==> src/rtl/mem_dump_reader.sv <==
// Streams a block of words from data-memory port B through a small credit-managed
// output FIFO onto a valid/ready stream, strictly in address order.
module mem_dump_reader #(
  parameter int ADDR_W = 18,
  parameter int DATA_W = 24,
  parameter int RD_LAT = 1,
  parameter int DEPTH  = 4
) (
  input  logic              clk,
  input  logic              rst,
  input  logic              start,
  input  logic              abort,
  input  logic [ADDR_W-1:0] base_addr,
  input  logic [ADDR_W-1:0] length,
  output logic              busy,
  output logic              done,
  output logic [ADDR_W-1:0] address_b,
  input  logic [DATA_W-1:0] read_data_b,
  output logic [DATA_W-1:0] out_data,
  output logic              out_valid,
  input  logic              out_ready
);

  localparam int PTR_W = (DEPTH > 1) ? $clog2(DEPTH) : 1;
  localparam int CNT_W = $clog2(DEPTH + 1);
  localparam int INF_W = $clog2(RD_LAT + 2);

  typedef enum logic [1:0] {
    IDLE,
    RUN,
    DRAIN
  } state_t;

  state_t state, state_nxt;

  logic [ADDR_W-1:0] base_q, len_q, issued, issued_inc;
  logic              issue_q;
  logic [RD_LAT-1:0] tag;
  logic [INF_W-1:0]  inflight;
  logic              credit, issue, load, done_set, flush;

  logic [DATA_W-1:0] fifo_mem [DEPTH];
  logic [PTR_W-1:0]  wr_ptr, rd_ptr, rd_ptr_inc;
  logic [CNT_W-1:0]  count, count_nxt;
  logic              push, pop;

  assign issued_inc = issued + ADDR_W'(1);
  assign busy       = (state != IDLE);
  assign push       = tag[RD_LAT-1];
  assign pop        = out_valid && out_ready;

  // A read is in flight from the cycle its address sits on address_b (issue_q)
  // until its tag leaves the end of the RD_LAT-deep shift register.
  always_comb begin
    inflight = INF_W'(issue_q);
    for (int i = 0; i < RD_LAT; i++) begin
      inflight = inflight + INF_W'(tag[i]);
    end
  end

  assign credit = (32'(count) + 32'(inflight)) < 32'(DEPTH);

  // NOTE: every output of this block gets a default first so no path leaves it
  // unassigned; otherwise synthesis infers latches.
  always_comb begin
    state_nxt = state;
    issue     = 1'b0;
    load      = 1'b0;
    done_set  = 1'b0;
    flush     = 1'b0;
    if (abort) begin
      state_nxt = IDLE;
      flush     = 1'b1;
    end else begin
      case (state)
        IDLE: begin
          if (start) begin
            if (length != '0) begin
              load      = 1'b1;
              state_nxt = RUN;
            end else begin
              done_set = 1'b1;
            end
          end
        end
        RUN: begin
          if (credit) begin
            issue = 1'b1;
            if (issued_inc == len_q) state_nxt = DRAIN;
          end
        end
        DRAIN: begin
          if (inflight == '0 && count == '0) begin
            state_nxt = IDLE;
            done_set  = 1'b1;
          end
        end
        default: state_nxt = IDLE;
      endcase
    end
  end

  // NOTE: state registers use non-blocking assignments so every flop samples
  // the values from before the edge, independent of statement order.
  always_ff @(posedge clk or negedge rst) begin
    if (!rst) begin
      state     <= IDLE;
      base_q    <= '0;
      len_q     <= '0;
      issued    <= '0;
      address_b <= '0;
      issue_q   <= 1'b0;
      tag       <= '0;
      done      <= 1'b0;
    end else begin
      state   <= state_nxt;
      done    <= done_set;
      issue_q <= issue;
      if (load) begin
        base_q <= base_addr;
        len_q  <= length;
        issued <= '0;
      end else if (issue) begin
        issued <= issued_inc;
      end
      if (issue) address_b <= base_q + issued;
      if (flush) begin
        tag <= '0;
      end else begin
        tag[0] <= issue_q;
        for (int i = 1; i < RD_LAT; i++) begin
          tag[i] <= tag[i-1];
        end
      end
    end
  end

  assign rd_ptr_inc = rd_ptr + PTR_W'(1);
  assign count_nxt  = count + CNT_W'(push) - CNT_W'(pop);

  // NOTE: the storage array has no reset; only pointers, count and the
  // registered head carry state that matters after reset.
  always_ff @(posedge clk) begin
    if (push && !flush) fifo_mem[wr_ptr] <= read_data_b;
  end

  // out_data mirrors the FIFO head in a register so the stream output is flop-driven.
  always_ff @(posedge clk or negedge rst) begin
    if (!rst) begin
      wr_ptr    <= '0;
      rd_ptr    <= '0;
      count     <= '0;
      out_valid <= 1'b0;
      out_data  <= '0;
    end else if (flush) begin
      wr_ptr    <= '0;
      rd_ptr    <= '0;
      count     <= '0;
      out_valid <= 1'b0;
    end else begin
      if (push) wr_ptr <= wr_ptr + PTR_W'(1);
      if (pop) rd_ptr <= rd_ptr_inc;
      count     <= count_nxt;
      out_valid <= (count_nxt != '0);
      if (pop) begin
        if (count > CNT_W'(1)) out_data <= fifo_mem[rd_ptr_inc];
        else if (push)         out_data <= read_data_b;
      end else if (count == '0 && push) begin
        out_data <= read_data_b;
      end
    end
  end

  // Credit accounting keeps one free slot for every read still in flight.
  always_ff @(posedge clk) begin
    if (rst && push && !flush) begin
      overflow_chk: assert (count < CNT_W'(DEPTH))
        else $error("mem_dump_reader: capture into full FIFO");
    end
  end

endmodule

==> config.mk <==
export PLATFORM = sky130hd
export DESIGN_NAME = mem_dump_reader
export DESIGN_NICKNAME = d
export VERILOG_FILES = /design/src/rtl/mem_dump_reader.sv
export SDC_FILE = /design/constraint.sdc
export NUM_CORES = 1
export LEC_CHECK = 0
export CAP_MARGIN = 20
export CORE_MARGIN = 4
export CORE_UTILIZATION = 50
export CTS_CLUSTER_DIAMETER = 200
export DETAILED_ROUTE_END_ITERATION = 7
export MAX_ROUTING_LAYER = met4
export PLACE_DENSITY = 0.72
export RECOVER_POWER = 25
export SLEW_MARGIN = 20
export SYNTH_ARGS = -nofsm -noshare
export SYNTH_HDL_FRONTEND = slang
export SYNTH_SLANG_ARGS = --single-unit
==> constraint.sdc <==
create_clock -name clk -period 4.9 [get_ports clk]
set_input_delay 0.98 -clock clk [delete_from_list [all_inputs] [get_ports clk]]
set_output_delay 0.98 -clock clk [all_outputs]
set_load 0.01 [all_outputs]
* After elaboration in Yosys (flattened, before gate mapping)
Memory sizes are Yosys's and may differ from the RTL's. Index checks and enable logic that the tools add are counted.
Cells by class: add/subtract/negate cells 8, $lt $le $gt $ge 2, eq/ne operators 9, multiplexer cells 35, bitwise logic cells 1, reduce and logical (&&, ||, !) cells 17
Operators with widths (number):
- $mux 24 | 4
- $mux 18 | 2
- $mux 2 | 10
- $add 18x1->18 const B | 1
- $add 18x18->18 | 1
- $eq 18x18->1 | 1
- $reduce_bool 18->1 | 1
- $mux 1 | 16
- $ne 3x3->1 const B | 5
- $reduce_bool 2->1 | 5
- $pmux 2 s3 | 1
- $reduce_and 5->1 | 1
- $add 2x1->2 const B | 2
- $add 3x2->4 | 1
- $logic_and 1x1->1 | 4
- $logic_not 2->1 | 2
- $lt 4x3->1 const B | 1
- $add 3x1->3 | 1
- $gt 3x1->1 const B | 1
- $logic_not 3->1 | 1
- $mux 3 | 1
- $ne 3x2->1 const B | 1
- $reduce_and 3->1 | 1
- $reduce_bool 3->1 | 1
- 7 further kinds | 7
Storage, ports and cells: register bits 109, bits in writable memories 96, bits of input ports 65, output and inout port bits 45, logic and storage cells 86, memories kept 1
Memory list:
- fifo_mem | depth 4, bits a word 24, rd ports 1, clocked after memory_dff 0, wr ports 1, line 42 | logic [DATA_W-1:0] fifo_mem [DEPTH];

* Longest topological paths before layout
Gate-level depths: netlist of run 1.
depth in word-level cells 8, gate-level depth with buffers 10, depth with buffers taken out 10

* Worst setup path before layout of run 1
OpenSTA, ideal clock, no wires.
path kind input to register, from input length[4], to register base_q[0], library setup time 125 ps, data arrival time 2363 ps, data required time 4775 ps, slack 2412 ps, stages on the path 6, path buffers 2, cells stage by stage nor4_1 > nand3_1 > o211ai_1 > buf_2 > buf_2 > mux2_2
On the way: word-level cells in the longest chain between the ends 5
RTL lines:
- from (decl) | line 14 | input logic [ADDR_W-1:0] length,
- $reduce_bool 18->1 | line 78 | if (length != '0) begin
- $mux 1 | line 78
- $mux 1 | line 77 | if (start) begin
- $mux 1 | line 75 | case (state)
- $mux 1 | line 71 | if (abort) begin
- to (signal assigned) | line 120 | base_q <= base_addr;
- to (decl) | line 36 | logic [ADDR_W-1:0] base_q, len_q, issued, issued_inc;
Every way passes these cells. A chain may end at the register's enable or synchronous reset.

* Final worst setup path of run 1
from input abort, to register issued[5]
On the way: word-level cells in the longest chain between the ends 2, elaborated cells between the ends (all ways) 4, those cells by class 3 x mux; 1 x reduce/logical
RTL lines:
- from (decl) | line 12 | input logic abort,
- $mux 1 | line 71
- $mux 18 or $reduce_bool 2->1 (tied branches)
- to (signal assigned) | line 124 | issued <= issued_inc;
- to (decl) | line 36
Several ways; a longest one is shown, not always the timed one.

==> summary.txt, run 1 <==
CTS
  • Number of hold buffers added after CTS: 0
  • Clock buffer count from CTS: 23
  • Root buffer cell: clkbuf_16
  • Post-CTS setup buffers: 0
  • Clk sinks: 205
  • CTS HTree Levels: 1
  • Post-CTS sizing: 0
  • CTS tree: yes
  • Clock latency at the later pin of the worst-skew pair: 0.49 ns
  • Max clock buf depth: 3
  • Clock transition at path regs: 0.06 ns

Synth
  • Distinct cells, synth: 56
  • Post-synth top cells: 109 x dfrtp_1, 96 x edfxtp_1, 79 x nand2_1
  • Top cells by area, synth: edfxtp_1 30%, dfrtp_1 29%, mux4_2 5.7%, mux2_2 4.3%, ha_1 4.0%
  • Multiplexer share of the synthesized area: 12.8%
  • Adder-Cell Fraction of Synth Area: 4.39%
  • Yosys warning total: 0
  • Synth Area in Compound Gates: 8.03%
  • Synth Area in XOR/XNOR: 4.25%
  • Top_reg_cell synth: dfrtp_1
  • Largest family of logic cells by synthesized area: multiplexers
  • Simple-Gate Fraction of Synth Area: 9.18%
  • Synth Area per Inst: 13.0 um^2
  • Synthesized area: 9470 um^2
  • Most common cell in the netlist: dfrtp_1
  • Yosys top cell area share: 30.4%
  • Number of synthesized flops with an enable pin: 96
  • Synth area leader: edfxtp_1
  • Sequential area share after synthesis: 59.2%
  • Syn_nets: 824
  • FF+latch count, synth: 205
  • Gate Count Post-Synth: 727
  • FFs w/ async S/R, synth: 53.2%

Timing
  • Slew Viols, Final: 111
  • Minimum clock period: 3.03 ns
  • Fmax: 330 MHz
  • Clock Skews: 0.00845 ns
  • Final period util: 61.9%
  • Final Hold Fails: 0
  • Setup TNS Final: 0 ns
  • Final setup violation count: 0
  • Final hold slack: 0.477 ns
  • Unrepaired setup endpoints after global routing: false
  • Measured slew at the worst slew-check pin: 1.97 ns
  • Final worst slack: 1.87 ns
  • Slew HR: -31.3%

Placement
  • Routability cong.: 0.902
  • Pre-CTS setup slack: 1.40 ns
  • PortBufs: 109
  • HPWL after DPL: 14000 um
  • Placed cell areas: 10800 um^2

Final layout
  • Final net count: 939
  • Final core occ: 61.7%
  • Fill cell total of the finished layout: 1447
  • Finished Cell Area: 11500 um^2
  • Share of cells above drive strength 1: 12.2%
  • Area Growth Syn to Fin: 21.5%

Run
  • Maxcap violations: 2

Worst setup path
  • Critical path's slowest cell: a21oi_1
  • Capturing element type of the critical path: register
  • Worst Path Max Fanout: 17
  • CP Class: primary input to register
  • CP bufs+invs: 2
  • Crit-path cells: clkdlybuf4s50_1, nor2_1, nand4_1, inv_1, a21oi_1, o21ai_0, o41ai_1
  • CP delay by family, top: compound AO/OA/AOI/OAI gates
  • Worst Setup Start Kind: primary input
  • Largest stage delay on the critical path: 0.81 ns
  • Reg2reg setup slack: 2.19 ns
  • Worst r2r src: issued[0]
  • R2R Path End: address_b[16]
  • Path length in cells of the critical path: 7
  • Req. time, crit path: 5.26 ns
  • WP data arrival: 3.40 ns
  • Worst r2r path cells: 10

Power and ir drop
  • Logic pwr share: 24.2%
  • P_leak: 4.42 nW
  • Net Sw Power: 0.00141 W
  • Clock power frac: 31.7%
  • Sequential share of power: 44.1%
  • Cell Pwr Density: 441 nW/um^2
  • Pint: 0.00367 W
  • Sw Ratio: 27.7%
  • Worst vdd rail ir drop: 0.237 mV

Route
  • ANT nets after route: 0
  • First DRT Iteration DRCs: 498
  • DRC: 0
  • Vias per inst: 5.70
  • DRT Pass-1 Iters: 5
  • WL final: 20500 um
  • Vias: 6246
  • Routed len/inst: 18.8 um

Worst hold path
  • Worst Hold End: address_b[1]
  • WHS Path Cells: 2
  • Worst min-delay path class: register to register
  • Hold_sp: address_b[1]

Floorplanning
  • Chip height: 146 um
  • Die area: 21200 um^2
  • Die Wd: 146 um
  • Placeable Area: 18600 um^2
  • IO Pins: 110
  • Starting Density: 50.8%
  • Row cnt: 50

Global route
  • Total global routing overflow: 0
  • Tot GR Track Use: 19.9%
  • Initial antenna violation count: 3
  • Vias in the first global route: 6574
  • Global-route wire length before repair: 33800 um
  • Largest net degree at the start of global routing: 75

Status
  • Outcome: complete, but fails checks
  • Failing checks: capacitance limit, slew limit
[power groups by stage]
stage	Combinational (W)	Clock [W]	Sequential, W
6_report	0.00123	0.00161	0.00224
5_1_grt	0.00135	0.00173	0.00227
4_1_cts	0.00125	0.00165	0.00224
3_5_place_dp	0.00124	0	0.00227
3_3_place_gp	0.00120	0	0.00226
2_1_floorplan	0.000611	0	0.00228
[state kept, by name (all words and copies together) (netlist names), 2 cells and up]
register,cells
len_q,18
out_data,24
issued,18
base_q,18
state,2
wr_ptr,2
rd_ptr,2
address_b,18
count,3
fifo_mem,96
[cells by family (layout without fill, tap and decap cells)]
| logic type | Yosys count | after routing |
|---|---|---|
| buffers and inverters | 48 | 179 |
| AO/OA/AOI/OAI | 129 | 129 |
| adder cells (fa/ha/maj) | 32 | 32 |
| flip-flops | 205 | 205 |
| AND/OR/NAND/NOR | 180 | 180 |
| multiplexers | 87 | 87 |
| other | 0 | 3 |
| XOR/XNOR | 46 | 46 |
[worst register-to-register path, delay by kind of cell, from the launching register on]
family / cells / cell delay [ns]
xor+xnor: 1 / 0.15
fa+ha+maj: 2 / 0.65
simple gates: 2 / 0.42
buf+inv: 1 / 0.06
flops: 1 / 0.49
compound gates: 4 / 0.86
[cell type report]
class	instances	area [um^2]	area share (%)
Tap cell	234	293	2.54
Timing Repair Buffer	119	1150	10.0
Clock inverter	4	70.1	0.609
Clock buffer	37	628	5.46
Antenna cell	3	7.51	0.0652
Multi-Input combinational cell	474	3670	31.9
Inverter	19	71.3	0.620
Sequential cell	205	5610	48.8
[per-layer routing]
| layer | GRT usage [%] | part of all wire [%] | wire length (um) | vias to the layer above |
|---|---|---|---|---|
| li1 | - | - | - | 2918 |
| met1 | 26.1 | 43 | 8900 | 3069 |
| met2 | 32.3 | 49 | 10000 | 222 |
| met3 | 3.33 | 5.4 | 1110 | 37 |
| met4 | 6.22 | 2.6 | 530 | 0 |
| met5 | - | 0 | 0 | - |
[placed cells by master, fill, tap and decap left out, drive strengths merged, types with 13 or more instances in the layout]
cell / count
nand3: 17
mux2: 36
nand2: 79
mux2i: 27
clkdlybuf4s50: 95
nor2: 30
mux4: 24
ha: 30
dlygate4sd3: 13
edfxtp: 96
dfrtp: 109
xor2: 23
xnor2: 23
a21oi: 21
o21ai: 70
inv: 19
clkbuf: 40
[worst max-delay path by stage]
stage / slack (ns) / start / end
floorplan: 2.41 / length[4] / base_q[0]
global placement: 1.53 / abort / issued[5]
detailed placement: 1.40 / abort / issued[5]
CTS: 1.91 / abort / issued[5]
global route: 1.68 / abort / issued[5]
finish: 1.87 / abort / issued[5]
[through the flow]
| step | total power, W | std cells |
|---|---|---|
| 2_1_floorplan | 0.00290 | 727 |
| 3_3_place_gp | 0.00346 | 1051 |
| 5_1_grt | 0.00535 | 1095 |
| 6_report | 0.00508 | 1095 |
| 3_5_place_dp | 0.00351 | 1051 |
| 4_1_cts | 0.00513 | 1092 |
No activity file was read; power rests on OpenSTA's default activity.
==> inputs of run 2 (changes only) <==
--- a/config.mk
+++ b/config.mk
@@ -11,7 +11,7 @@
 export CTS_CLUSTER_DIAMETER = 200
 export DETAILED_ROUTE_END_ITERATION = 7
 export MAX_ROUTING_LAYER = met4
-export PLACE_DENSITY = 0.72
+export PLACE_DENSITY = 0.75
 export RECOVER_POWER = 25
 export SLEW_MARGIN = 20
 export SYNTH_ARGS = -nofsm -noshare
==> constraint.sdc (replaced) <==
create_clock -name clk -period 2.43 [get_ports clk]
set_input_delay 0.486 -clock clk [delete_from_list [all_inputs] [get_ports clk]]
set_output_delay 0.486 -clock clk [all_outputs]
set_load 0.01 [all_outputs]
==> run 2 against run 1 <==
Against the previous run: the flow now finishes without violations; global-route usage rose by 0.46 points; via count rose by 3.5%; critical path depth rose by 3; clock power rose by 97%; core utilization rose by 2.7 points; register-to-register slack got worse by 2.1 ns; setup slack got worse by 1.8 ns; sequential share of layout area fell by 2.0 points; combinational power rose by 120%; critical endpoint is now address_b[16].
==> summary.txt, run 2 (synthesis gave the netlist of run 1 again) <==
Timing
  • Final setup violation count: 0 (unchanged)
  • Fmax: 419 MHz
  • Slew Viols, Final: 0 (was 111)
  • Clock Skews: 0.0118 ns (was 0.00845 ns)
  • Minimum clock period: 2.39 ns
  • Slew HR: 25.2% (was -31.3%)
  • Final period util: 98.2%
  • Unrepaired setup endpoints after global routing: true (was false)
  • Final Hold Fails: 0 (unchanged)
  • Setup TNS Final: 0 ns (unchanged)
  • Measured slew at the worst slew-check pin: 1.12 ns (was 1.97 ns)

Run
  • Maxcap violations: 0 (was 2)

Global route
  • Initial antenna violation count: 0 (was 3)
  • Largest net degree at the start of global routing: 49 (was 75)
  • Total global routing overflow: 0 (unchanged)
  • Tot GR Track Use: 20.4% (was 19.9%)
  • Vias in the first global route: 6746 (was 6574)
  • Global-route wire length before repair: 34700 um (was 33800 um)

Placement
  • Placed instance count: 1088 (was 1051)
  • PortBufs: 109 (unchanged)
  • Routability cong.: 0.892 (was 0.902)
  • HPWL after DPL: 14800 um (was 14000 um)

Final layout
  • Area Growth Syn to Fin: 26.8% (was 21.5%)
  • Commonest non-fill, non-tap cells in the layout: 107 x dfrtp_1, 96 x edfxtp_1, 83 x clkdlybuf4s50_1 (was 108 x dfrtp_1, 96 x edfxtp_1, 95 x clkdlybuf4s50_1)
  • Final net count: 979 (was 939)
  • Storage cell area: 5610 um^2 (about the same)
  • Fin cells: 1132 (was 1095)
  • Ant. Diodes: 0 (was 3)
  • Area of the multi-input gates: 3750 um^2 (was 3670 um^2)
  • Share of cells above drive strength 1: 18.3% (was 12.2%)
  • Final core occ: 64.4% (was 61.7%)
  • Largest reg by FF count: fifo_mem (unchanged)
  • Top Registers: fifo_mem (96), out_data (24) (unchanged)
  • Fill cell total of the finished layout: 1378 (was 1447)
  • Max reg flops: 96 (unchanged)
  • Leading cell type in the layout, fill and taps excluded: dfrtp_1 (unchanged)

Power and ir drop
  • Worst vdd rail ir drop: 0.466 mV (was 0.237 mV)
  • Cell Pwr Density: 858 nW/um^2 (was 441 nW/um^2)
  • Total power: 0.0103 W (was 0.00508 W)
  • P_leak: 4.67 nW (was 4.42 nW)

Worst setup path
  • WP data arrival: 2.76 ns (was 3.40 ns)
  • Reg2reg setup slack: 0.04 ns (was 2.19 ns)
  • Worst Setup Start Kind: register (was primary input)
  • Worst Path Max Fanout: 3 (was 17)
  • Req. time, crit path: 2.80 ns (was 5.26 ns)
  • CP Class: register to register (was primary input to register)
  • Capturing element type of the critical path: register (unchanged)

Route
  • DRT Pass-1 Iters: 5 (unchanged)
  • WL final: 21100 um (was 20500 um)
  • DRC: 0 (unchanged)
  • Vias: 6462 (was 6246)
  • ANT nets after route: 0 (unchanged)
  • Vias per inst: 5.71 (was 5.70)
  • Routed len/inst: 18.6 um (was 18.8 um)
  • First DRT Iteration DRCs: 414 (was 498)

CTS
  • Clock buffer count from CTS: 22 (was 23)
  • CTS tree: yes (unchanged)
  • Clock latency at the later pin of the worst-skew pair: 0.50 ns (was 0.49 ns)
  • CTS HTree Levels: 1 (unchanged)
  • Max clock buf depth: 3 (unchanged)
  • Root buffer cell: clkbuf_16 (unchanged)
  • Clk sinks: 205 (unchanged)
  • Clock transition at path regs: 0.06 ns (about the same)

Floorplanning
  • IO Pins: 110 (unchanged)
  • Row cnt: 50 (unchanged)
  • Die area: 21200 um^2 (unchanged)
  • Starting Density: 50.8% (unchanged)
  • Chip height: 146 um (unchanged)
  • Placeable Area: 18600 um^2 (unchanged)
  • Die Wd: 146 um (unchanged)

Status
  • Outcome: finished, final reports clean (was complete, but fails checks)

Worst hold path
  • Worst min-delay path class: register to register (unchanged)
==> run 2: cell types whose count changed in the layout (fill, tap and decap cells not counted), moves of 8 or more <==
cell             change
clkbuf_1             -8
dlygate4sd3_1       +13
clkdlybuf4s50_1     -12
buf_4               +32
buf_12               +9
==> run 2: layout make-up <==
type,count,area share (%)
flip-flops and latches,205,46.8
multi-input cells,474,31.2
repair buffers,160,13.2
clock buffers,32,5.15
well taps,234,2.44
clock inverters,8,0.657
inverters,19,0.594
==> run 2: path summary, 6_finish.rpt <==
check	cells past startpoint	from	end
max in group asynchronous	3	rst	address_b[6]
max	10	base_q[0]	address_b[16]
min reg2reg	2	out_data[4]	out_data[4]
max reg2reg	10	base_q[0]	address_b[16]
min in group asynchronous	2	rst	len_q[17]
min	2	out_data[4]	out_data[4]
==> run 2: critical path, stage by stage, from the launching register on <==
cell,delay (ns)
dfrtp_1,0.39
ha_1,0.24
inv_1,0.08
fa_1,0.24
nor2b_2,0.07
o2111ai_1,0.22
and4_2,0.31
o21ai_2,0.09
o41ai_1,0.32
xor2_1,0.21
o21ai_0,0.10
==> run 2: power by group <==
part           internal [W]  switching (W)  leakage, nW  total [W]
registers           0.00413       0.000348         2.23    0.00448
logic               0.00140        0.00125         2.11    0.00265
clock network       0.00188        0.00129        0.333    0.00317
==> run 2: through the flow <==
step           instance area, um^2  hold WS [ns]  worst slack (ns)
3_5_place_dp                 11200         0.469           -0.0685
4_1_cts                      11900         0.483           0.00125
5_1_grt                      12000         0.504           -0.0454
2_1_floorplan                 9470         0.190             0.131
3_3_place_gp                 11200         0.462           0.00857
6_report                     12000         0.475            0.0437
==> run 2: repair_timing <==
| action | in CTS | in global routing |
|---|---|---|
| endpoints found under the hold margin | 31 | 0 |
| setup buffers | 0 | 3 |
| setup endpoints to repair | 0 | 6 |
| hold buffers | 1 | 0 |
| gates resized for setup | 0 | 19 |
==> run 2: routing by layer <==
layer / wire [um] / vias up / track usage (%)
li1: - / 2994 / -
met1: 8840 / 3236 / 26.0
met2: 10700 / 191 / 34.5
met3: 1050 / 41 / 3.02
met4: 476 / 0 / 5.60
met5: 0 / - / -
==> inputs of run 3 (changes only) <==
--- a/config.mk
+++ b/config.mk
@@ -6,7 +6,7 @@
 export NUM_CORES = 1
 export LEC_CHECK = 0
 export CAP_MARGIN = 20
-export CORE_MARGIN = 4
+export CORE_ASPECT_RATIO = 0.7
 export CORE_UTILIZATION = 50
 export CTS_CLUSTER_DIAMETER = 200
 export DETAILED_ROUTE_END_ITERATION = 7
==> run 3 against run 2 <==
Against the previous run: cell area grew 1.9%; sequential cell count unchanged; cell count up 1.1%; wire length up 1.3%; via count fell by 1.1%; core utilization rose by 2.6 points; critical endpoint is now address_b[15]; setup slack gained 0.012 ns; power is 3.4% higher; clock skew decreased by 0.0018 ns; count of clock-buffer cells in the layout fell by 7; largest cell class unchanged; combinational power rose by 2%; the run now ends with DRC left; global-route usage increased by 2.7 points.
==> summary.txt, run 3 (synthesis gave the netlist of run 1 again) <==
Timing
  • Minimum clock period: 2.37 ns (was 2.39 ns)
  • Slew Viols, Final: 0 (unchanged)
  • Unrepaired setup endpoints after global routing: true (unchanged)
  • Setup TNS Final: 0 ns (unchanged)
  • Final period util: 97.7% (was 98.2%)
  • Fmax: 421 MHz (was 419 MHz)
  • Slew HR: 30.4% (was 25.2%)
  • Final Hold Fails: 0 (unchanged)
  • Measured slew at the worst slew-check pin: 1.04 ns (was 1.12 ns)
  • Clock Skews: 0.00999 ns (was 0.0118 ns)
  • Final setup violation count: 0 (unchanged)
  • Final worst slack: 0.0559 ns (was 0.0437 ns)

Route
  • Vias: 6389 (was 6462)
  • First DRT Iteration DRCs: 468 (was 414)
  • WL final: 21400 um (was 21100 um)
  • ANT nets after route: 0 (unchanged)
  • DRT Pass-1 Iters: 7 (was 5)
  • Routed len/inst: 18.7 um (was 18.6 um)
  • DRC: 3 (was 0)
  • Vias per inst: 5.58 (was 5.71)

Global route
  • Met3 usage: 2.86% (was 3.02%)
  • Total global routing overflow: 0 (unchanged)
  • Initial antenna violation count: 0 (unchanged)
  • Largest net degree at the start of global routing: 52 (was 49)
  • Global-route wire length before repair: 34300 um (was 34700 um)
  • Met1 GRT Util: 31.9% (was 26.0%)
  • Tot GR Track Use: 23.1% (was 20.4%)
  • GRT busiest layer: met2 (unchanged)
  • Vias in the first global route: 6537 (was 6746)
  • Global-route met2 utilization: 37.2% (was 34.5%)

Power and ir drop
  • Cell Pwr Density: 871 nW/um^2 (was 858 nW/um^2)
  • P_leak: 4.79 nW (was 4.67 nW)
  • Worst vdd rail ir drop: 0.560 mV (was 0.466 mV)
  • Total power: 0.0107 W (was 0.0103 W)

Floorplanning
  • Placeable Area: 18300 um^2 (was 18600 um^2)
  • Chip height: 117 um (was 146 um)
  • Die area: 19500 um^2 (was 21200 um^2)
  • Starting Density: 51.8% (was 50.8%)
  • Die Wd: 166 um (was 146 um)
  • Row cnt: 41 (was 50)
  • IO Pins: 110 (unchanged)

CTS
  • Root buffer cell: clkbuf_16 (unchanged)
  • Clock latency at the later pin of the worst-skew pair: 0.51 ns (was 0.50 ns)
  • CTS HTree Levels: 1 (unchanged)
  • Clock transition at path regs: 0.06 ns (about the same)
  • Clock buffer count from CTS: 22 (unchanged)
  • Clk sinks: 205 (unchanged)
  • Max clock buf depth: 3 (unchanged)
  • CTS tree: yes (unchanged)

Final layout
  • Ant. Diodes: 0 (unchanged)
  • Final net count: 990 (was 979)
  • Area Growth Syn to Fin: 29.2% (was 26.8%)
  • Max reg flops: 96 (unchanged)
  • Fill cell total of the finished layout: 1320 (was 1378)
  • Finished Cell Area: 12200 um^2 (was 12000 um^2)
  • Share of cells above drive strength 1: 21.0% (was 18.3%)
  • Leading cell type in the layout, fill and taps excluded: dfrtp_1 (unchanged)
  • Fin cells: 1144 (was 1132)
  • Largest reg by FF count: fifo_mem (unchanged)
  • Commonest non-fill, non-tap cells in the layout: 103 x dfrtp_1, 96 x edfxtp_1, 83 x clkdlybuf4s50_1 (was 107 x dfrtp_1, 96 x edfxtp_1, 83 x clkdlybuf4s50_1)
  • Top Registers: fifo_mem (96), out_data (24) (unchanged)

Worst setup path
  • CP delay by family, top: simple AND/OR/NAND/NOR gates (was compound AO/OA/AOI/OAI gates)
  • Path length in cells of the critical path: 7 (was 10)
  • Critical path's slowest cell: or4b_1 (was dfrtp_1)
  • CP Class: register to register (unchanged)
  • Largest stage delay on the critical path: 0.52 ns (was 0.39 ns)
  • CP bufs+invs: 0 (was 1)
  • Worst r2r path cells: 7 (was 10)
  • Capturing element type of the critical path: register (unchanged)
  • WP data arrival: 2.81 ns (was 2.76 ns)
  • Worst Setup Start Kind: register (unchanged)
  • Worst Path Max Fanout: 6 (was 3)
  • Req. time, crit path: 2.87 ns (was 2.80 ns)
  • Crit-path cells: ha_1, and2_1, a221o_1, a31oi_4, a31oi_1, or4b_1, nand3_1 (was ha_1, inv_1, fa_1, nor2b_2, o2111ai_1, and4_2, o21ai_2, o41ai_1, xor2_1, o21ai_0)

Placement
  • Placed cell areas: 11300 um^2 (was 11200 um^2)
  • PortBufs: 109 (unchanged)
  • HPWL after DPL: 14900 um (was 14800 um)
  • Routability cong.: 0.862 (was 0.892)
  • Pre-CTS setup slack: -0.164 ns (was -0.0685 ns)
  • Placed instance count: 1103 (was 1088)

Status
  • Failing checks: DRC
  • Outcome: complete, but fails checks (was finished, final reports clean)

Worst hold path
  • WHS Path Cells: 2 (unchanged)
  • Worst min-delay path class: register to register (unchanged)

Run
  • Maxcap violations: 0 (unchanged)
==> run 3: cell count changes in the layout (fill, tap and decap cells not counted), sizes merged <==
cell	previous run	this run
buf	49	60
clkbuf	34	27
bufinv	1	4
clkinv	5	7
inv	19	20
==> run 3: worst paths after layout <==
check	end	start	slack [ns]
worst max-delay path	address_b[15]	issued[10]	0.06
worst min-delay path	out_data[6]	out_data[6]	0.48
worst max register to register	address_b[15]	issued[10]	0.06
worst min register to register	out_data[6]	out_data[6]	0.48
max in group asynchronous	out_data[12]	rst	0.82
min in group asynchronous	address_b[1]	rst	0.71
==> run 3: report_power, final <==
part	switching (W)	internal (W)
Clock	0.00138	0.00210
Sequential	0.000350	0.00413
Combinational	0.00124	0.00145
==> run 3: worst register-to-register path, stage by stage, from the launching register on <==
cell,delay (ns)
dfrtp_2,0.46
ha_1,0.35
and2_1,0.20
a221o_1,0.34
a31oi_4,0.20
a31oi_1,0.14
or4b_1,0.52
nand3_1,0.09
==> run 3: metrics by stage <==
stage	util, %	hold slack, ns
floorplan	-	0.190
global placement	62.0	0.461
detailed placement	62.0	0.469
CTS	66.3	0.483
global route	67.0	0.501
finish	67.0	0.478
==> run 3: what timing repair did <==
item | CTS | global route
endpoints found under the setup margin | 2 | 9
buffers inserted | 0 | 1
hold buffers | 1 | 0
pin swaps | 0 | 8
resized for setup | 3 | 31
hold endpoints to repair | 39 | 0
==> run 3: area by class of cell <==
| class | instances | area, um^2 | area share [%] |
|---|---|---|---|
| flip-flops and latches | 205 | 5620 | 45.9 |
| repair buffers | 171 | 1690 | 13.8 |
| inverters | 19 | 71.3 | 0.583 |
| clock inverters | 14 | 191 | 1.57 |
| multi-input cells | 474 | 3800 | 31.1 |
| clock buffers | 25 | 562 | 4.59 |
| well taps | 236 | 295 | 2.41 |
==> run 3: metal layers <==
metal | vias to the layer above | part of all wire, %
met3 | 23 | 3.8
met5 | - | 0
met4 | 0 | 1.5
met2 | 137 | 47
li1 | 3007 | -
met1 | 3222 | 48
